`src/rtl/ucie_ctl_adapter_rdi_tx.sv`:
```
// Adapter RDI TX stage: DEPTH-entry FIFO from FDI to RDI; an empty-FIFO push shows on RDI next cycle, and RDI advances only on pl_trdy.
// Upstream is backpressured via o_fdi_pl_trdy; define UCIE_CTL_RDI_TX_STALL_CNT_EN to add the o_stall_cnt stall counter.
module ucie_ctl_adapter_rdi_tx #(
   parameter int NBYTES = 8,
   parameter int DEPTH  = 4
) (
   input  logic                      i_clk,
   input  logic                      i_rst_n,
   input  logic                      i_enable,
   input  logic                      i_flush,
   input  logic                      i_fdi_lp_valid,
   input  logic [NBYTES*8-1:0]       i_fdi_lp_data,
   output logic                      o_fdi_pl_trdy,
   input  logic                      i_rdi_pl_trdy,
   output logic                      o_rdi_lp_irdy,
   output logic                      o_rdi_lp_valid,
   output logic [NBYTES*8-1:0]       o_rdi_lp_data,
   output logic [$clog2(DEPTH):0]    o_fifo_level,
   output logic                      o_drop_err
`ifdef UCIE_CTL_RDI_TX_STALL_CNT_EN
   ,
   output logic [15:0]               o_stall_cnt
`endif
);

   localparam int DW = NBYTES * 8;
   localparam int AW = $clog2(DEPTH);
   localparam logic [AW:0] LVL_FULL = DEPTH[AW:0];

   typedef enum logic [1:0] {
      ST_DISABLED,
      ST_IDLE,
      ST_SENDING,
      ST_DRAIN
   } state_t;

   state_t        state;
   state_t        state_nxt;
   logic [DW-1:0] mem [DEPTH];
   logic [AW-1:0] wr_ptr;
   logic [AW-1:0] rd_ptr;
   logic [AW:0]   level;
   logic [AW:0]   level_nxt;
   logic          push;
   logic          pop;
   logic          drop_err;

   // Handshake outputs depend only on registered state and occupancy.
   always_comb begin
      o_fdi_pl_trdy  = 1'b0;
      o_rdi_lp_irdy  = 1'b0;
      o_rdi_lp_valid = 1'b0;
      case (state)
         ST_IDLE: begin
            o_rdi_lp_irdy = 1'b1;
            o_fdi_pl_trdy = (level != LVL_FULL);
         end
         ST_SENDING: begin
            o_rdi_lp_irdy  = 1'b1;
            o_fdi_pl_trdy  = (level != LVL_FULL);
            o_rdi_lp_valid = (level != '0);
         end
         ST_DRAIN: begin
            o_rdi_lp_irdy  = 1'b1;
            o_rdi_lp_valid = (level != '0);
         end
         default: begin
            o_rdi_lp_irdy = 1'b0;
         end
      endcase
   end

   // Flush wins over any handshake in the same cycle.
   always_comb begin
      push      = i_fdi_lp_valid && o_fdi_pl_trdy && !i_flush;
      pop       = o_rdi_lp_valid && i_rdi_pl_trdy && !i_flush;
      level_nxt = level;
      if (push && !pop) begin
         level_nxt = level + 1'b1;
      end else if (pop && !push) begin
         level_nxt = level - 1'b1;
      end
   end

   always_comb begin
      state_nxt = state;
      if (i_flush) begin
         state_nxt = i_enable ? ST_IDLE : ST_DISABLED;
      end else begin
         case (state)
            ST_DISABLED: begin
               if (i_enable) state_nxt = ST_IDLE;
            end
            ST_IDLE: begin
               if (!i_enable)  state_nxt = (level_nxt != '0) ? ST_DRAIN : ST_DISABLED;
               else if (push)  state_nxt = ST_SENDING;
            end
            ST_SENDING: begin
               if (!i_enable)               state_nxt = (level_nxt != '0) ? ST_DRAIN : ST_DISABLED;
               else if (level_nxt == '0)    state_nxt = ST_IDLE;
            end
            ST_DRAIN: begin
               if (i_enable)                state_nxt = (level_nxt != '0) ? ST_SENDING : ST_IDLE;
               else if (level_nxt == '0)    state_nxt = ST_DISABLED;
            end
            default: state_nxt = ST_DISABLED;
         endcase
      end
   end

   always_ff @(posedge i_clk or negedge i_rst_n) begin
      if (!i_rst_n) begin
         state    <= ST_DISABLED;
         wr_ptr   <= '0;
         rd_ptr   <= '0;
         level    <= '0;
         drop_err <= 1'b0;
      end else begin
         state <= state_nxt;
         if (i_flush) begin
            wr_ptr   <= '0;
            rd_ptr   <= '0;
            level    <= '0;
            drop_err <= 1'b0;
         end else begin
            if (push) wr_ptr <= wr_ptr + 1'b1;
            if (pop)  rd_ptr <= rd_ptr + 1'b1;
            level <= level_nxt;
            if (i_fdi_lp_valid && (state == ST_DISABLED || state == ST_DRAIN)) begin
               drop_err <= 1'b1;
            end
         end
      end
   end

   // Storage needs no reset: entries are only visible while level covers them.
   always_ff @(posedge i_clk) begin
      if (push) mem[wr_ptr] <= i_fdi_lp_data;
   end

   assign o_rdi_lp_data = o_rdi_lp_valid ? mem[rd_ptr] : '0;
   assign o_fifo_level  = level;
   assign o_drop_err    = drop_err;

`ifdef UCIE_CTL_RDI_TX_STALL_CNT_EN
   logic [15:0] stall_cnt;

   always_ff @(posedge i_clk or negedge i_rst_n) begin
      if (!i_rst_n) begin
         stall_cnt <= '0;
      end else if (i_flush) begin
         stall_cnt <= '0;
      end else if (o_rdi_lp_valid && !i_rdi_pl_trdy && stall_cnt != 16'hFFFF) begin
         stall_cnt <= stall_cnt + 16'd1;
      end
   end

   assign o_stall_cnt = stall_cnt;
`endif

endmodule

```
`config.mk`:
```
export PLATFORM = sky130hd
export DESIGN_NAME = ucie_ctl_adapter_rdi_tx
export DESIGN_NICKNAME = d
export VERILOG_FILES = /design/src/rtl/ucie_ctl_adapter_rdi_tx.sv
export SDC_FILE = /design/constraint.sdc
export NUM_CORES = 1
export LEC_CHECK = 0
export ABC_AREA = 1
export CAP_MARGIN = 20
export CORE_ASPECT_RATIO = 0.6
export CORE_MARGIN = 8
export CORE_UTILIZATION = 35
export DETAILED_ROUTE_END_ITERATION = 6
export GPL_ROUTABILITY_DRIVEN = 0
export HOLD_SLACK_MARGIN = 0.06
export PLACE_DENSITY = 0.54
export SKIP_CTS_REPAIR_TIMING = 1
export SLEW_MARGIN = 10
export SYNTH_ARGS = -nofsm -noshare
export SYNTH_HDL_FRONTEND = slang
export SYNTH_SLANG_ARGS = --single-unit
```
`constraint.sdc`:
```
create_clock -name i_clk -period 12.6 [get_ports i_clk]
set_input_delay 3.78 -clock i_clk [delete_from_list [all_inputs] [get_ports i_clk]]
set_output_delay 3.78 -clock i_clk [all_outputs]
set_load 0.1 [all_outputs]
```
======== Word level (Yosys, flattened, before mapping) ========
Memory sizes are Yosys's and may differ from the RTL's.
Index checks and enable logic that the tools add are counted.
word-level totals
  input port bits ......................... 70
  word-level logic and storage cells ...... 67
  register bits after elaboration ......... 10
  bits in writable memories ............... 256
  memories ................................ 1
cells by class
  reductions and logical operators ........ 22
  equality and inequality tests ........... 8
  add/sub/neg operators ................... 4
  muxes and demuxes ....................... 27
memories
  memory  depth  width  rd ports  clocked after memory_dff  wr ports  RTL line  RTL
  mem     4      64     1         0                         1         39        logic [DW-1:0] mem [DEPTH];
operator list
  operator             count
  $mux 64              1
  $mux 2               14
  $ne 4x4->1 const B   3
  $mux 3               3
  $mux 1               8
  $pmux 2 s4           1
  $logic_and 1x1->1    7
  $ne 3x3->1 const B   2
  $reduce_bool 2->1    3
  $reduce_bool 3->1    2
  $add 2x1->2 const B  2
  $eq 2x2->1 const B   2
  $reduce_and 4->1     1
  $reduce_or 2->1      2
  $add 3x1->3 const B  1
  $logic_not 1->1      3
  $logic_not 3->1      1
  $reduce_or 3->1      1
  $sub 3x1->3 const B  1
  $eq 2x1->1 const B   1
  $logic_not 2->1      1
  $logic_or 1x1->1     1

======== Longest topological paths before layout ========
Gate-level depths: netlist of the first run.
  depth after elaboration ................. 14
  mapped depth ............................ 17

======== Worst setup path before layout of the first run ========
OpenSTA, ideal clock, no wires.
  path type ............................... input -> register
  start ................................... input i_flush
  end ..................................... memory mem[0][0] in the netlist's numbering, enable pin
  arrival time ............................ 6.862 ns
  stages on the path ...................... 4
  buffers on the path ..................... 1
  required time ........................... 12.114 ns
  slack ................................... 5.251 ns
  cell sequence ........................... buf_4 -> nor2_4 -> inv_1 -> nor2_1
on the way
  cells in the longest elaborated chain, start to end .. 4
RTL lines
  what                          RTL line  RTL
  start, declared               10        input logic i_flush,
  $logic_not 1->1               75        push = i_fdi_lp_valid && o_fdi_pl_trdy && !i_flush;
  $logic_and 1x1->1             75
  $mux 1                        138       if (push) mem[wr_ptr] <= i_fdi_lp_data;
  $mux 1 (not written as such)  138
  end, declared                 39
Every way passes these cells.

======== Worst setup path after layout of the first run ========
  start ................................... register rd_ptr[0]
  end ..................................... output o_rdi_lp_data[28]
on the way
  cells in the longest elaborated chain, start to end .. 2
RTL lines
  what                    RTL line  RTL
  start, declared         41        logic [AW-1:0] rd_ptr;
  start signal, assigned  127       if (pop) rd_ptr <= rd_ptr + 1'b1;
  $mem_v2 4x64            -
  $mux 64                 141       assign o_rdi_lp_data = o_rdi_lp_valid ? mem[rd_ptr] : '0;
  end, declared           17        output logic [NBYTES*8-1:0] o_rdi_lp_data,
Every way passes these cells.

==> results of run 1 <==
==> path summary, 6_finish.rpt <==
| path | startpoint | end | slack [ns] | depth (start not counted) |
|---|---|---|---|---|
| worst min register to register | o_drop_err$_DFFE_PN0P_ | o_drop_err$_DFFE_PN0P_ | 0.51 | 2 |
| worst max-delay path | rd_ptr[0]$_DFFE_PN0P_ | o_rdi_lp_data[28] | 4.48 | 5 |
| min in group asynchronous | i_rst_n | o_fifo_level[1]$_DFF_PN0_ | 3.58 | 1 |
| worst min-delay path | o_drop_err$_DFFE_PN0P_ | o_drop_err$_DFFE_PN0P_ | 0.51 | 2 |
| max in group asynchronous | i_rst_n | rd_ptr[0]$_DFFE_PN0P_ | 8.64 | 1 |
| worst max register to register | o_fifo_level[0]$_DFF_PN0_ | mem[1][43]$_DFFE_PP_ | 9.67 | 8 |
==> cells by family (layout without fill, tap and decap cells) <==
kind of cell             count (synthesis)  count (layout)  synth area share, %
AO/OA/AOI/OAI                          206             206                 9.67
XOR/XNOR                                 2               2                0.164
adder cells (fa/ha/maj)                 11              11                 1.29
buffers and inverters                   75             220                 2.67
flip-flops                             266             266                 74.3
AND/OR/NAND/NOR                        312             312                 11.9
==> synthesized netlist by cell type, types with 2 or more instances <==
cell      number
a21oi_1       71
buf_1         18
clkbuf_1      30
dfrtp_1       10
edfxtp_1     256
ha_1          11
inv_1         23
inv_2          2
nand2_1       17
nand2_2       10
nand3_1        6
nand3_2        3
nand3_4        2
nand4_1        3
nor2_1       268
o21ai_0      133
==> through the flow <==
step                util [%]  area (um2)  power, W  instances  hold slack (ns)
floorplan                  -       10700   0.00149        872            0.547
global placement        41.8       12500   0.00166       1380            0.482
detailed placement      41.8       12500   0.00166       1380            0.495
CTS                     44.4       13300   0.00240       1424            0.513
global route            44.5       13300   0.00248       1425            0.556
finish                  44.5       13300   0.00237       1425            0.511
==> tightest hold or removal path: stages, from the launching register on <==
cell and delay, ns:
dfrtp_1 0.36, a21oi_1 0.05, nor2_1 0.07
==> final cells by class <==
cell class	instances	area, um2	area share [%]
multi-input combinational	531	2500	18.7
clock buffer	35	706	5.29
inverter	26	98.8	0.741
tap	408	510	3.83
timing repair buffer	150	1490	11.2
clock inverter	9	90.1	0.676
sequential	266	7940	59.6
==> state kept, by name (all words and copies together) (netlist names) <==
| register | flops |
|---|---|
| o_fifo_level | 3 |
| wr_ptr | 2 |
| rd_ptr | 2 |
| mem | 256 |
| state | 2 |
| o_drop_err | 1 |
==> power breakdown <==
part	total, W	internal, W	switching (W)	leakage [nW]
clock	0.000744	0.000430	0.000314	0.388
combinational	0.000560	0.000137	0.000423	1.66
sequential	0.00107	0.00105	0.0000259	2.44
==> metal layers <==
metal | track usage, % | wire (um)
met3 | 3.31 | 1240
met5 | 0 | 11
met2 | 21.5 | 11500
met1 | 20.2 | 12900
met4 | 2.57 | 400
==> results_dict.tcl, run 1 <==
set metrics [dict create \
    cp-start-kind "register" \
    pre_cts_ws_ns 5.00 \
    ys_ff_latch 266 \
    initial_core_util_pct 35.6 \
    dp_hpwl_mm 14.8 \
    syn_area_um2 10700 \
    synth_top_area_share_pct 71.9 \
    synth_nets 953 \
    cts_max_level 1 \
    syn_to_final_growth_pct 24.8 \
    rsz0062_at_grt "false" \
    path_delay_family "buffers and inverters" \
    synth_edf_count 256 \
    grt_pass1_vias 6837 \
    fmax_ghz 0.123 \
    fin_skew_ns 0.0126 \
    antenna_found_initial 1 \
    grt_max_degree 76 \
    grt_overflow 0 \
    die_x_um 242 \
    yosysSeqAreaShare_pct 74.3 \
    antennaDiodeCount 0 \
    clock_path_buffers 3 \
    critPathArrivalTime_ns 4.34 \
    hold_path.class "reg -> reg" \
    routed_via_density 4.76 \
    cap_viol_max_count 0 \
    finalCriticalPeriod_ns 8.12 \
    power_leakage_nw 4.49 \
    cp.required_ns 8.82 \
    slew_headroom_pct 31.4 \
    drc 0 \
    ant_nets 0 \
    final_max_slew_viol_count 0 \
    cts.sinks 266 \
    first_iter_violations 430 \
    routed_wl_mm 26.0 \
    core_area_um2 30000 \
    num_rows 49 \
    yosysUniqueCellTypes 25 \
    routed-via-count 6790 \
    wl_per_cell_um 18.2 \
    syn_area_per_cell_um2 12.3 \
    cts-root-buf "clkbuf_16" \
    die-height_um 151 \
    setup_tns_ns 0 \
    first_pass_iters 6 \
    p_per_area_nw_per_um2 178 \
    cts_tree "yes" \
    finalSetupViolations 0 \
    cp.buffers_inverters 3 \
    clkTransAtPathRegs_ns 0.06 \
    final-hold-violation-count 0 \
    fin_nets 1082 \
    worstMarginPinSlew_ns 1.03 \
    clock_latency_ns 0.53 \
    max_stage_delay_ns 1.20 \
    synth_area_leaders "edfxtp_1, nor2_1, o21ai_0, a21oi_1, dfrtp_1" \
    crit_slowest_cell "clkdlybuf4s50_1" \
    status "completed" \
    drive_above_1_share_pct 6.88 \
    fin_crit_sh_pct 64.5 \
    path_class "reg -> out" \
    synthArstFlopShare_pct 3.76 \
    cts-buffers-inserted 26 \
    worstPathMaxFanout 75 \
    syn_inst 872 \
    ios 141 \
    layout_common_cells "nor2_1, edfxtp_1, clkdlybuf4s50_1, o21ai_0, a21oi_1" \
    cp_cell_sequence "clkinv_2 -> buf_4 -> o21ai_0 -> a21oi_1 -> clkdlybuf4s50_1" \
    fillCellCount 2708 \
    grt_usage_pct 14.0 \
    synthFlopType "edfxtp_1" \
    design.die.area_um2 36600 \
    io_buffers 140 \
    grt_pass1_wl_mm 40.7 \
    yosysTopAreaCell "edfxtp_1" \
    crit_path_end_kind "output pin" \
    setup_ws_ns 4.48 \
    yosys_warnings 0 \
    ir_worst_vdd_mv 0.0936 \
    layout_commonest_cell "nor2_1" \
]
No activity file was read; power rests on OpenSTA's default activity.
==> inputs of run 2 (changes only) <==
==> constraint.sdc (replaced) <==
create_clock -name i_clk -period 8.3 [get_ports i_clk]
set_input_delay 2.49 -clock i_clk [delete_from_list [all_inputs] [get_ports i_clk]]
set_output_delay 2.49 -clock i_clk [all_outputs]
set_load 0.1 [all_outputs]
==> run 2 against run 1 <==
  * Global-route usage is 0.38 points lower
  * Via count fell by 1.9%
  * Clock-buffer cell count is 3 higher
  * Highest routed layer unchanged
  * Final area about the same
  * Register-to-register slack got worse by 4.6 ns
==> results_dict.tcl, run 2 (synthesis gave the netlist of run 1 again) <==
set metrics [dict create \
    status "completed" \
    drc 0 \
    min_from "o_drop_err$_DFFE_PN0P_" \
    clkTransAtPathRegs_ns 0.06 \
    cp-start-kind "register" \
    worstPathMaxFanout 36 \
    cts-buffers-inserted 26 \
    grt_pass1_wl_mm 39.6 \
    fin_skew_ns 0.00947 \
    setup_ws_ns 1.79 \
    pwr-share-comb_pct 24.2 \
    final_max_slew_viol_count 0 \
    routed-via-count 6658 \
    wl_per_cell_um 17.8 \
    layout_common_cells "nor2_1, edfxtp_1, clkdlybuf4s50_1, o21ai_0, a21oi_1" \
    worstMarginPinSlew_ns 1.03 \
    fin_crit_sh_pct 78.4 \
    first_pass_iters 5 \
    dp_hpwl_mm 14.8 \
    critPathArrivalTime_ns 4.02 \
    rr_endpoint "mem[0][0]$_DFFE_PP_" \
    syn_to_final_growth_pct 24.8 \
    ff2ff_path_depth 8 \
    ios 141 \
    power_leakage_nw 4.49 \
    slew_headroom_pct 31.4 \
    antenna_found_initial 1 \
    p_int_w 0.00240 \
    cts_max_level 1 \
    grt_pass1_vias 6686 \
    drive_above_1_share_pct 7.07 \
    cts-root-buf "clkbuf_16" \
    hold_end "o_drop_err$_DFFE_PN0P_" \
    clock_path_buffers 3 \
    die_x_um 242 \
    routed_wl_mm 25.4 \
    swShare_pct 32.3 \
    grt_overflow 0 \
    crit_path_end_kind "output pin" \
    path_class "reg -> out" \
    io_buffers 140 \
    clock_latency_ns 0.53 \
    fin_nets 1086 \
    die-height_um 151 \
    finalNonFillerCells 1427 \
    gr-max-usage-layer "met2" \
    hold_path.class "reg -> reg" \
    num_rows 49 \
    antennaDiodeCount 0 \
    core_area_um2 30000 \
    routed_via_density 4.67 \
    pre_cts_ws_ns 2.02 \
    met3_usage_pct 3.26 \
    initial_core_util_pct 35.6 \
    cts_tree "yes" \
    clkPwrFrac_pct 30.0 \
    finalSetupViolations 0 \
    setup_tns_ns 0 \
    groute.layer.met2.usage_pct 21.1 \
    final-hold-violation-count 0 \
    ant_nets 0 \
    ir_worst_vdd_mv 0.155 \
    largest_register_ff_count 256 \
    rr_startpoint "o_fifo_level[0]$_DFF_PN0_" \
    finalCriticalPeriod_ns 6.51 \
    grt_max_degree 77 \
    seq_power_share_pct 45.8 \
    fillCellCount 2738 \
    hold_depth 2 \
    reg2reg_slack_ns 5.09 \
    dp.cells 1384 \
    cp.required_ns 5.81 \
    design.die.area_um2 36600 \
    p_sw_w 0.00115 \
    fmax_ghz 0.154 \
    cap_viol_max_count 0 \
    met1_usage_pct 19.3 \
    p_per_area_nw_per_um2 266 \
    first_iter_violations 465 \
    regMostFlops "mem" \
    rsz0062_at_grt "false" \
    fin_util_pct 44.5 \
    grt_usage_pct 13.6 \
    layout_commonest_cell "nor2_1" \
    cts.sinks 266 \
]
run 2: changes by cell type in the layout (fill, tap and decap cells not counted):
cell,change
buf_12,+2
buf_4,+2
bufinv_16,-2
clkbuf_1,+2
clkbuf_8,+1
clkinv_1,-2
clkinv_2,-1
run 2: final cells by class:
| type | count | area, um2 | area share [%] |
|---|---|---|---|
| sequential | 266 | 7940 | 59.6 |
| inverter | 26 | 98.8 | 0.741 |
| clock buffer | 38 | 727 | 5.45 |
| clock inverter | 4 | 17.5 | 0.131 |
| tap | 408 | 510 | 3.83 |
| timing repair buffer | 154 | 1540 | 11.6 |
| multi-input combinational | 531 | 2500 | 18.7 |
run 2: worst max path at each step:
stage / startpoint / endpoint / slack (ns)
after floorplan: i_flush / mem[0][0]$_DFFE_PP_ / 2.24
after global placement: rd_ptr[0]$_DFFE_PN0P_ / o_rdi_lp_data[0] / 2.04
after detailed placement: rd_ptr[0]$_DFFE_PN0P_ / o_rdi_lp_data[0] / 2.02
after CTS: rd_ptr[0]$_DFFE_PN0P_ / o_rdi_lp_data[0] / 1.42
after global routing: rd_ptr[0]$_DFFE_PN0P_ / o_rdi_lp_data[34] / 1.49
final: state[0]$_DFFE_PN0P_ / o_rdi_lp_data[30] / 1.79
run 2: critical path, cell delays in order, from the launching register on:
cell and delay [ns]:
dfrtp_1 0.41, inv_1 0.10, ha_1 0.22, inv_1 0.06, nand2_1 0.16, nand2_2 0.59
buf_4 0.47, a21oi_1 0.25, clkdlybuf4s50_1 1.20
run 2: per-stage QoR:
stage	power [W]	cell area (um2)	hold WS, ns
after global placement	0.00252	12500	0.480
final	0.00354	13300	0.498
after CTS	0.00359	13300	0.500
after global routing	0.00370	13300	0.531
after floorplan	0.00227	10700	0.547
after detailed placement	0.00252	12600	0.488
run 2: routing by layer:
metal / part of all wire [%] / vias up
met1: 50 / 3132
li1: - / 3329
met5: 0.031 / -
met4: 1.5 / 2
met3: 5.1 / 35
met2: 43 / 160
run 2: power by group through the flow:
stage | registers, W | logic [W] | clock network, W
2_1_floorplan | 0.00169 | 0.000582 | 0
3_3_place_gp | 0.00165 | 0.000864 | 0
3_5_place_dp | 0.00165 | 0.000865 | 0
4_1_cts | 0.00162 | 0.000869 | 0.00110
5_1_grt | 0.00163 | 0.000928 | 0.00114
6_report | 0.00162 | 0.000859 | 0.00106
